## config.mk

```make
export PLATFORM = sky130hd
export DESIGN_NAME = tagged_word_receiver_flat
export DESIGN_NICKNAME = d
export VERILOG_FILES = /design/src/rtl/tagged_word_receiver_pkg.sv /design/src/rtl/tagged_word_receiver_if.sv /design/src/rtl/tagged_word_receiver_fifo.sv /design/src/rtl/tagged_word_receiver.sv /design/src/flat_wrapper.sv
export SDC_FILE = /design/constraint.sdc
export NUM_CORES = 1
export LEC_CHECK = 0
export CAP_MARGIN = 20
export CORE_ASPECT_RATIO = 0.75
export CORE_MARGIN = 5
export CORE_UTILIZATION = 59
export DETAILED_ROUTE_END_ITERATION = 8
export GPL_ROUTABILITY_DRIVEN = 0
export PLACE_DENSITY_LB_ADDON = 0.25
export RECOVER_POWER = 25
export SLEW_MARGIN = 15
export SYNTH_ARGS = -nofsm -noshare
export SYNTH_HDL_FRONTEND = slang
export SYNTH_SLANG_ARGS = --single-unit
```

## constraint.sdc

```tcl
create_clock -name clk -period 4.9 [get_ports clk]
set_input_delay 0.735 -clock clk [delete_from_list [all_inputs] [get_ports clk]]
set_output_delay 0.735 -clock clk [all_outputs]
set_load 0.02 [all_outputs]
```

## src/rtl/tagged_word_receiver_pkg.sv

```systemverilog
// Shared types and bus layout for the tagged-word strobe receiver.
package tagged_word_pkg;

  localparam int unsigned TAG_BIT   = 8;
  localparam int unsigned PAYLOAD_W = 8;
  localparam int unsigned BUS_W     = 9;

  typedef logic [PAYLOAD_W-1:0] payload_t;

  typedef enum logic [1:0] {
    FILL_EMPTY,
    FILL_PARTIAL,
    FILL_FULL
  } fill_state_t;

endpackage

```

## src/rtl/tagged_word_receiver_if.sv

```systemverilog
// Valid/ready drain stream from the receiver FIFO toward the consumer.
interface tagged_word_receiver_if;
  import tagged_word_pkg::*;

  payload_t out_data;
  logic     out_valid;
  logic     out_ready;

  modport master (output out_data, output out_valid, input out_ready);
  modport slave  (input out_data, input out_valid, output out_ready);

endinterface

```

## src/rtl/tagged_word_receiver_fifo.sv

```systemverilog
// DEPTH x payload FIFO with a registered head word and occupancy-driven fill state.
module tw_fifo
  import tagged_word_pkg::*;
#(
  parameter int unsigned DEPTH = 4
) (
  input  logic     clk,
  input  logic     reset,
  input  logic     push,
  input  payload_t wdata,
  input  logic     pop,
  output payload_t rdata,
  output logic     empty,
  output logic     full,
  output logic     accept
);

  localparam int unsigned AW = $clog2(DEPTH);
  localparam int unsigned CW = AW + 1;
  localparam logic [CW-1:0] CNT_FULL = CW'(DEPTH);
  localparam logic [CW-1:0] CNT_ONE  = CW'(1);

  payload_t          mem [DEPTH];
  logic [AW-1:0]     wr_ptr, rd_ptr, rd_next;
  logic [CW-1:0]     count, count_next;
  fill_state_t       state, state_next;
  payload_t          head_next;
  logic              head_load;
  logic              do_pop, do_push;

  assign empty  = (state == FILL_EMPTY);
  assign full   = (state == FILL_FULL);
  assign accept = do_push;

  always_comb begin
    do_pop     = pop & ~empty;
    do_push    = push & (~full | do_pop);
    rd_next    = rd_ptr + 1'b1;
    count_next = count;
    case ({do_push, do_pop})
      2'b10:   count_next = count + 1'b1;
      2'b01:   count_next = count - 1'b1;
      default: count_next = count;
    endcase

    // Head register: next entry after a pop, or the incoming word when it becomes the head.
    head_load = 1'b0;
    head_next = rdata;
    if (do_pop) begin
      if (count != CNT_ONE) begin
        head_load = 1'b1;
        head_next = mem[rd_next];
      end else if (do_push) begin
        head_load = 1'b1;
        head_next = wdata;
      end
    end else if (do_push && empty) begin
      head_load = 1'b1;
      head_next = wdata;
    end

    state_next = FILL_PARTIAL;
    if (count_next == '0) begin
      state_next = FILL_EMPTY;
    end else if (count_next == CNT_FULL) begin
      state_next = FILL_FULL;
    end
  end

  always_ff @(posedge clk or posedge reset) begin
    if (reset) begin
      state  <= FILL_EMPTY;
      count  <= '0;
      wr_ptr <= '0;
      rd_ptr <= '0;
      rdata  <= '0;
    end else begin
      state <= state_next;
      count <= count_next;
      if (do_push) wr_ptr <= wr_ptr + 1'b1;
      if (do_pop)  rd_ptr <= rd_next;
      if (head_load) rdata <= head_next;
    end
  end

  always_ff @(posedge clk) begin
    if (do_push) mem[wr_ptr] <= wdata;
  end

endmodule

```

## src/rtl/tagged_word_receiver.sv

```systemverilog
// Receiving end of the tagged-word strobe bus: tag detect, FIFO buffering, overflow and word count.
module tagged_word_receiver
  import tagged_word_pkg::*;
#(
  parameter int unsigned DEPTH     = 4,
  parameter int unsigned EDGE_MODE = 1,
  parameter int unsigned CNT_W     = 8
) (
  input  logic                    clk,
  input  logic                    reset,
  input  logic [BUS_W-1:0]        data,
  tagged_word_receiver_if.master  stream,
  output logic                    full,
  output logic                    overflow,
  input  logic                    clear_ovf,
  output logic [CNT_W-1:0]        word_count
);

  logic tag_q;
  logic push_req;
  logic accept;
  logic empty;
  logic pop;

  assign push_req = (EDGE_MODE != 0) ? (data[TAG_BIT] & ~tag_q) : data[TAG_BIT];
  assign pop      = ~empty & stream.out_ready;

  assign stream.out_valid = ~empty;

  tw_fifo #(
    .DEPTH (DEPTH)
  ) u_fifo (
    .clk    (clk),
    .reset  (reset),
    .push   (push_req),
    .wdata  (payload_t'(data[PAYLOAD_W-1:0])),
    .pop    (pop),
    .rdata  (stream.out_data),
    .empty  (empty),
    .full   (full),
    .accept (accept)
  );

  // A dropped word takes priority over a same-cycle clear so the event is never lost.
  always_ff @(posedge clk or posedge reset) begin
    if (reset) begin
      tag_q      <= 1'b0;
      overflow   <= 1'b0;
      word_count <= '0;
    end else begin
      tag_q <= data[TAG_BIT];
      if (push_req && !accept) begin
        overflow <= 1'b1;
      end else if (clear_ovf) begin
        overflow <= 1'b0;
      end
      if (accept) word_count <= word_count + 1'b1;
    end
  end

endmodule

```

## src/flat_wrapper.sv

```systemverilog
// flat-port wrapper written by rule: the top's interface ports become plain ports
module tagged_word_receiver_flat import tagged_word_pkg::*;
#(
  parameter int unsigned DEPTH     = 4,
  parameter int unsigned EDGE_MODE = 1,
  parameter int unsigned CNT_W     = 8
)
  (clk, reset, data, full, overflow, clear_ovf, word_count, stream_out_data, stream_out_valid, stream_out_ready);
  tagged_word_receiver_if stream_i ();
  input  logic clk;
  input  logic reset;
  input  logic [BUS_W-1:0] data;
  output logic full;
  output logic overflow;
  input  logic clear_ovf;
  output logic [CNT_W-1:0] word_count;
  output wire logic [$bits(stream_i.out_data)-1:0] stream_out_data;
  output wire logic [$bits(stream_i.out_valid)-1:0] stream_out_valid;
  input wire logic [$bits(stream_i.out_ready)-1:0] stream_out_ready;
  assign stream_out_data = stream_i.out_data;
  assign stream_out_valid = stream_i.out_valid;
  assign stream_i.out_ready = stream_out_ready;
  tagged_word_receiver #(.DEPTH(DEPTH), .EDGE_MODE(EDGE_MODE), .CNT_W(CNT_W)) u_core (.clk(clk), .reset(reset), .data(data), .stream(stream_i), .full(full), .overflow(overflow), .clear_ovf(clear_ovf), .word_count(word_count));
endmodule
```

==> reports/summary.txt, run 1 <==
Status: finished, final reports clean
Fillers: 249
Vias: 1422
Global-route usage over all layers: 0.1843
Clock Latency Late Sink: 320 ps
Die W: 86.06 um
Layout cells sized above 1: 0.2376
Synth Register Bits: 59
Slew HR: 0.2948
Wire length of the first global-routing pass: 7569 um
Antenna viol nets, final: 0
Avg Cell Area, Syn: 16.20 sq um
Least-Margin Pin Slew: 1057 ps
Full die area: 5770 sq um
Crit path capture type: register
Top sig layer: met4
Hold Path End: u_core.word_count[7]$_DFFE_PP0P_
Synth warn: 0
Max Clock Freq: 0.3931 GHz
Num rows: 20
Most frequent cells in the layout: edfxtp_1, dfrtp_1, clkdlybuf4s50_1
Clk sink count: 59
Initial core utilization: 0.6200
CORE AREA: 4129 sq um
Final Skew: 6.128 ps
DRT iter0 DRCs: 73
Final min period: 2544 ps
Crit Path Max Fanout: 17
CP Launch Type: input pin
Sequential cell area: 1637 sq um
Sequential cell area fraction in the yosys report: 0.6393
IO Pins: 32
Antenna violations before repair: 0
DR WL met2: 2046 um
Multi-input logic area: 870.8 sq um
Hold Path Class: reg -> reg
Reg-to-reg setup timing slack: 2810 ps
Post-synth ARST share: 0.4576
Final slew viol count: 0
Top_reg_cell synth: edfxtp_1
EDFF count, synth: 32
Initial DRT Pass Iterations: 4
M1 wire length: 1940 um
Post-CTS Setup Repair Bufs: 0
VDD IR max: 0.0003660 V
Worst reg2reg startpoint: u_core.u_fifo.state[0]$_DFF_PP0_
Mapped Cells: 158
Max-cap check violation count: 0
Setup CP Type: in -> reg
Critical path arrival: 2520 ps
Die height: 67.05 um
Internal: 1222 uW
Post-Syn Area: 2560 sq um
DRT Wirelength: 4326 um
Comb power frac: 0.344
R2R Path End: u_core.u_fifo.mem[0][7]$_DFFE_PP_
Reg2reg path depth: 3
Worst Path Required: 4870 ps
CTS tree: yes
Remaining Overflow, GRT: 0
# DRC: 0
CTS HTree Levels: 3
Vias in the first global route: 1497
Final Hold Viols: 0
Commonest non-fill, non-tap cell in the layout: edfxtp_1
Post-cts resize count: 0
Clock Root Buffer: clkbuf_8
Hold Crit Start: u_core.word_count[7]$_DFFE_PP0P_
Tcrit/Tclk final: 0.5192
Psw: 575.9 uW
CP max-delay cell: clkdlybuf4s50_1
Critical-path cell list: clkdlybuf4s50_1 > inv_1 > a21oi_2 > and2_1
Ant diodes: 0
Pwr Density: 579.7 nW/um^2
Syn Nets: 179
Largest net degree at the start of global routing: 28
Worst stage delay on the critical path: 610 ps
Pleak: 0.001169 uW
Vias per Instance: 5.533
Hpwl dp: 2991 um
I/O Buffers: 31
Nets@finish: 218
Switch share: 0.3204
Placed cell area: 2917 sq um
CTS Buf Count: 9
Post-synth cell types: 36
Setup TNS: 0 ps
Hold depth: 1
Hold Buf Count CTS: 0
Post-route cell area: 3100 sq um
Met3 wire len: 298 um
Max Buffers Root-to-Sink: 2
Worst-path clk slew: 60 ps
Setup violators final: 0
Flop pwr share: 0.431
Layout area overhead: 21.11%
Mean routed wirelength per cell: 16.83 um
Clk pwr share: 0.225
RSZ-0062 raised after global routing: false
cell families after synthesis:
| logic type | Yosys count | synth area share |
|---|---|---|
| DFF | 59 | 0.6393 |
| and+or+nand+nor | 31 | 0.07429 |
| muxes | 25 | 0.1452 |
| AOI/OAI and AO/OA | 13 | 0.04399 |
| xor gates and xnor gates | 11 | 0.03763 |
| buffers and inverters | 11 | 0.02053 |
| adders and majority gates | 8 | 0.03910 |
state kept, by name, indices dropped and copies added (netlist names):
name	cells
u_core.u_fifo.mem	32
u_core.u_fifo.wr_ptr	2
u_core.u_fifo.state	2
u_core.tag_q	1
u_core.u_fifo.count	3
u_core.u_fifo.rdata	8
u_core.u_fifo.rd_ptr	2
u_core.word_count	8
u_core.overflow	1
how the worst max path moves through the flow:
stage                     startpoint                                end  slack, ps  depth (start not counted)
global placement    stream_out_ready  u_core.u_fifo.mem[0][4]$_DFFE_PP_       2090                          4
floorplan                    data[8]  u_core.u_fifo.mem[0][0]$_DFFE_PP_       3010                          4
CTS                 stream_out_ready  u_core.u_fifo.mem[3][5]$_DFFE_PP_       2360                          4
finish              stream_out_ready  u_core.u_fifo.mem[0][7]$_DFFE_PP_       2360                          4
detailed placement  stream_out_ready  u_core.u_fifo.mem[3][4]$_DFFE_PP_       2020                          4
global route        stream_out_ready  u_core.u_fifo.mem[3][1]$_DFFE_PP_       2200                          4
routing by layer:
layer  vias up  GRT usage
met2        39     0.2904
li1        675          -
met4         0    0.05336
met5         -          0
met1       703     0.2276
met3         5    0.08653
synthesized netlist by cell type, types with 3 or more instances:
library cell,count,area (sq um)
mux4_2,8,180.2
nand2_1,3,11.26
ha_1,8,100.1
nand3_1,3,15.01
xnor2_1,10,87.58
inv_1,8,30.03
nor2_1,4,15.01
dfrtp_1,27,675.7
mux2_2,17,191.4
and2_1,5,31.28
edfxtp_1,32,960.9
nand4_1,3,18.77
stage by stage:
stage                     utilization  worst slack, ps  hold slack [ps]  power, uW  std cells
after floorplan                     -             3007            513.7       1185        158
after CTS                      0.7509             2360            481.2       1821        257
after global placement         0.7064             2091            464.3       1384        241
after detailed placement       0.7064             2016            473.1       1407        241
after global routing           0.7509             2201            506.8       1920        257
final                          0.7509             2356            478.9       1797        257
power by group through the flow:
stage	clock network (uW)	logic, uW	registers (uW)
floorplan	0	380	805
global placement	0	608	776
detailed placement	0	623	784
CTS	414	631	776
global route	443	678	799
finish	404	618	775
critical path, delay by kind of cell:
family | cells | cell delay, ps
buffers and inverters | 2 | 700
and+or+nand+nor | 1 | 490
AOI/OAI and AO/OA | 1 | 590
area by class of cell:
| cell class | count | area share |
|---|---|---|
| flip-flops and latches | 59 | 0.5278 |
| clock inverters | 6 | 0.01816 |
| repair buffers | 31 | 0.1001 |
| well taps | 55 | 0.02220 |
| inverters | 8 | 0.009685 |
| multi-input cells | 88 | 0.2809 |
| clock buffers | 10 | 0.04116 |
Note: power is estimated with default switching activity, not from simulation.
==> run 2, diff against run 1 <==
--- a/config.mk
+++ b/config.mk
@@ -8,7 +8,7 @@
 export CAP_MARGIN = 20
 export CORE_ASPECT_RATIO = 0.75
 export CORE_MARGIN = 5
-export CORE_UTILIZATION = 59
+export CORE_UTILIZATION = 49
 export DETAILED_ROUTE_END_ITERATION = 8
 export GPL_ROUTABILITY_DRIVEN = 0
 export PLACE_DENSITY_LB_ADDON = 0.25
==> constraint.sdc (replaced) <==
create_clock -name clk -period 2.25 [get_ports clk]
set_input_delay 0.3375 -clock clk [delete_from_list [all_inputs] [get_ports clk]]
set_output_delay 0.3375 -clock clk [all_outputs]
set_load 0.02 [all_outputs]
==> run 2 against run 1 <==
  * The flow now finishes with violations (capacitance limit, slew limit)
  * Non-clock buffer count increased by 11
  * Hold slack got worse by 8.1 ps
  * Die area rose by 18%
  * First-iteration DRC count grew 33%
  * Sequential power rose by 120%
  * Global-route usage is 2.3 points lower
  * Sequential share of layout area decreased by 3.2 points
  * Clock skew hardly changed
  * Cell area increased by 6.4%
  * Critical path type is now reg -> out
  * Largest cell class unchanged
==> reports/summary.txt, run 2 (same netlist as run 1, synthesis figures left out) <==
DRT iter0 DRCs: 97 (+33%)
Max FFs per register: 32 (unchanged)
Max-cap check violation count: 1 (+1)
Final Hold Viols: 0 (unchanged)
IO Pins: 32 (unchanged)
Clock Latency Late Sink: 330 ps (about the same)
Fillers: 355 (+43%)
Setup violators final: 0 (unchanged)
Least-Margin Pin Slew: 1529 ps (+472.2 ps)
CTS tree: yes
Final Util: 0.6620 (-0.08893)
Post-CTS Setup Repair Bufs: 0 (unchanged)
Pwr Density: 1294 nW/um^2 (+120%)
Die height: 72.60 um (+8.3%)
Worst Path Required: 1910 ps (-2960 ps)
Clk sink count: 59 (unchanged)
I/O Buffers: 31 (unchanged)
Clk pwr share: 0.264 (+0.039)
Vias: 1485 (+4.4%)
Worst-path clk slew: 70 ps (about the same)
Comb power frac: 0.343 (about the same)
CORE AREA: 4982 sq um (+21%)
CTS Buf Count: 9 (unchanged)
Layout area overhead: 28.84%
Status: finished, violations left
CP max-delay cell: clkdlybuf4s50_1
Placed cell area: 3070 sq um (+5.3%)
Hold Buf Count CTS: 0 (unchanged)
Full die area: 6785 sq um (+18%)
Vias in the first global route: 1603 (+7.1%)
Initial core utilization: 0.5138 (-0.1062)
Final min period: 2029 ps
Max Clock Freq: 0.4929 GHz
VDD IR max: 0.0006882 V (+88%)
Post-cts resize count: 0 (unchanged)
Most frequent cells in the layout: edfxtp_1, clkdlybuf4s50_1, dfrtp_1
RSZ-0062 raised after global routing: false
Antenna viol nets, final: 0 (unchanged)
Die W: 93.46 um (+8.6%)
Nets@finish: 229 (+5.0%)
Internal: 2960 uW (+140%)
Pre-CTS WS: 166.2 ps (-1850 ps)
Commonest non-fill, non-tap cell in the layout: edfxtp_1
Vias per Instance: 5.211 (-5.8%)
Final Skew: 6.499 ps (+0.3712 ps)
Largest register by flop count: u_core.u_fifo.mem
Num rows: 22 (+10%)
Post-route cell area: 3298 sq um (+6.4%)
Worst stage delay on the critical path: 610 ps (about the same)
Critical path arrival: 1690 ps (-830 ps)
Remaining Overflow, GRT: 0 (unchanged)
Wire length of the first global-routing pass: 8004 um (+5.7%)
Clock Root Buffer: clkbuf_8
Global-route usage over all layers: 0.1612 (-0.02312)
Flop pwr share: 0.393 (-0.038)
Crit path capture type: output pin
Max Buffers Root-to-Sink: 2 (unchanged)
Largest net degree at the start of global routing: 28 (unchanged)
Tcrit/Tclk final: 0.9016
CP Launch Type: register
Setup CP Type: reg -> out
Final worst slack: 221.3 ps (-2135 ps)
Ant diodes: 0 (unchanged)
CP bufs+invs: 1 (-1)
Antenna violations before repair: 0 (unchanged)
CTS HTree Levels: 3 (unchanged)
CP delay by family, top: buffers and inverters
Setup TNS: 0 ps (unchanged)
Initial DRT Pass Iterations: 4 (unchanged)
Psw: 1307 uW (+130%)
Pleak: 0.001257 uW (+7.5%)
Largest regs: u_core.u_fifo.mem (32), u_core.u_fifo.rdata (8), u_core.word_count (8)
Slew HR: -0.01928 (-0.3141)
Final slew viol count: 28 (+28)
Switch share: 0.3063 (-0.01407)
Hpwl dp: 3325 um (+11%)
DRT Wirelength: 4813 um (+11%)
Mean routed wirelength per cell: 16.89 um (+0.33%)
Critical-path cell list: and2b_4 > clkdlybuf4s50_1
# DRC: 0 (unchanged)
Layout cells sized above 1: 0.2723 (+0.03468)
Crit Path Max Fanout: 5 (-12)
Failing checks: capacitance limit, slew limit
Hold Path Class: reg -> reg
[run 2: path summary, 6_finish.rpt]
kind,start,to,slack [ps],depth (start not counted)
worst min register to register,u_core.word_count[7]$_DFFE_PP0P_,u_core.word_count[7]$_DFFE_PP0P_,470,1
worst max-delay path,u_core.u_fifo.state[0]$_DFF_PP0_,full,220,2
min in group asynchronous,reset,u_core.u_fifo.state[1]$_DFF_PP0_,960,3
worst min-delay path,u_core.word_count[7]$_DFFE_PP0P_,u_core.word_count[7]$_DFFE_PP0P_,470,1
max in group asynchronous,reset,u_core.word_count[2]$_DFFE_PP0P_,400,3
worst max register to register,u_core.u_fifo.rd_ptr[1]$_DFFE_PP0N_,u_core.u_fifo.rdata[3]$_DFFE_PP0P_,360,4
[run 2: area by class of cell]
cell class	count	area [sq um]	share of cell area
Multi-Input combinational cell	88	870.8	0.2640
Inverter	8	30.03	0.009105
Clock buffer	10	127.6	0.03869
Clock inverter	6	103.9	0.03149
Timing Repair Buffer	42	439.2	0.1332
Tap cell	72	90.09	0.02731
Sequential cell	59	1637	0.4962
[run 2: per-layer routing]
| layer | vias to the layer above | global-route usage | routed length, um |
|---|---|---|---|
| li1 | 695 | - | - |
| met3 | 6 | 0.06598 | 210 |
| met5 | - | 0 | 0 |
| met4 | 0 | 0.06829 | 65 |
| met1 | 749 | 0.2030 | 2218 |
| met2 | 35 | 0.2480 | 2318 |
[run 2: stage by stage]
step	total power, uW	cells	hold slack [ps]
final	4267	285	470.9
after global routing	4514	285	494.0
after CTS	4321	285	362.4
after detailed placement	3177	269	468.9
after global placement	3115	269	462.4
after floorplan	2580	158	368.9
[run 2: worst register-to-register path, stage by stage, from the launching register on]
cell and delay (ps):
dfrtp_1 480, buf_4 240, mux4_2 520, mux2_2 280, mux2_2 260
[run 2: power by group through the flow]
stage               combinational, uW  clock [uW]  sequential (uW)
global route                     1590        1200             1720
CTS                              1490        1150             1680
detailed placement               1480           0             1700
global placement                 1430           0             1680
floorplan                         827           0             1750
finish                           1460        1130             1680
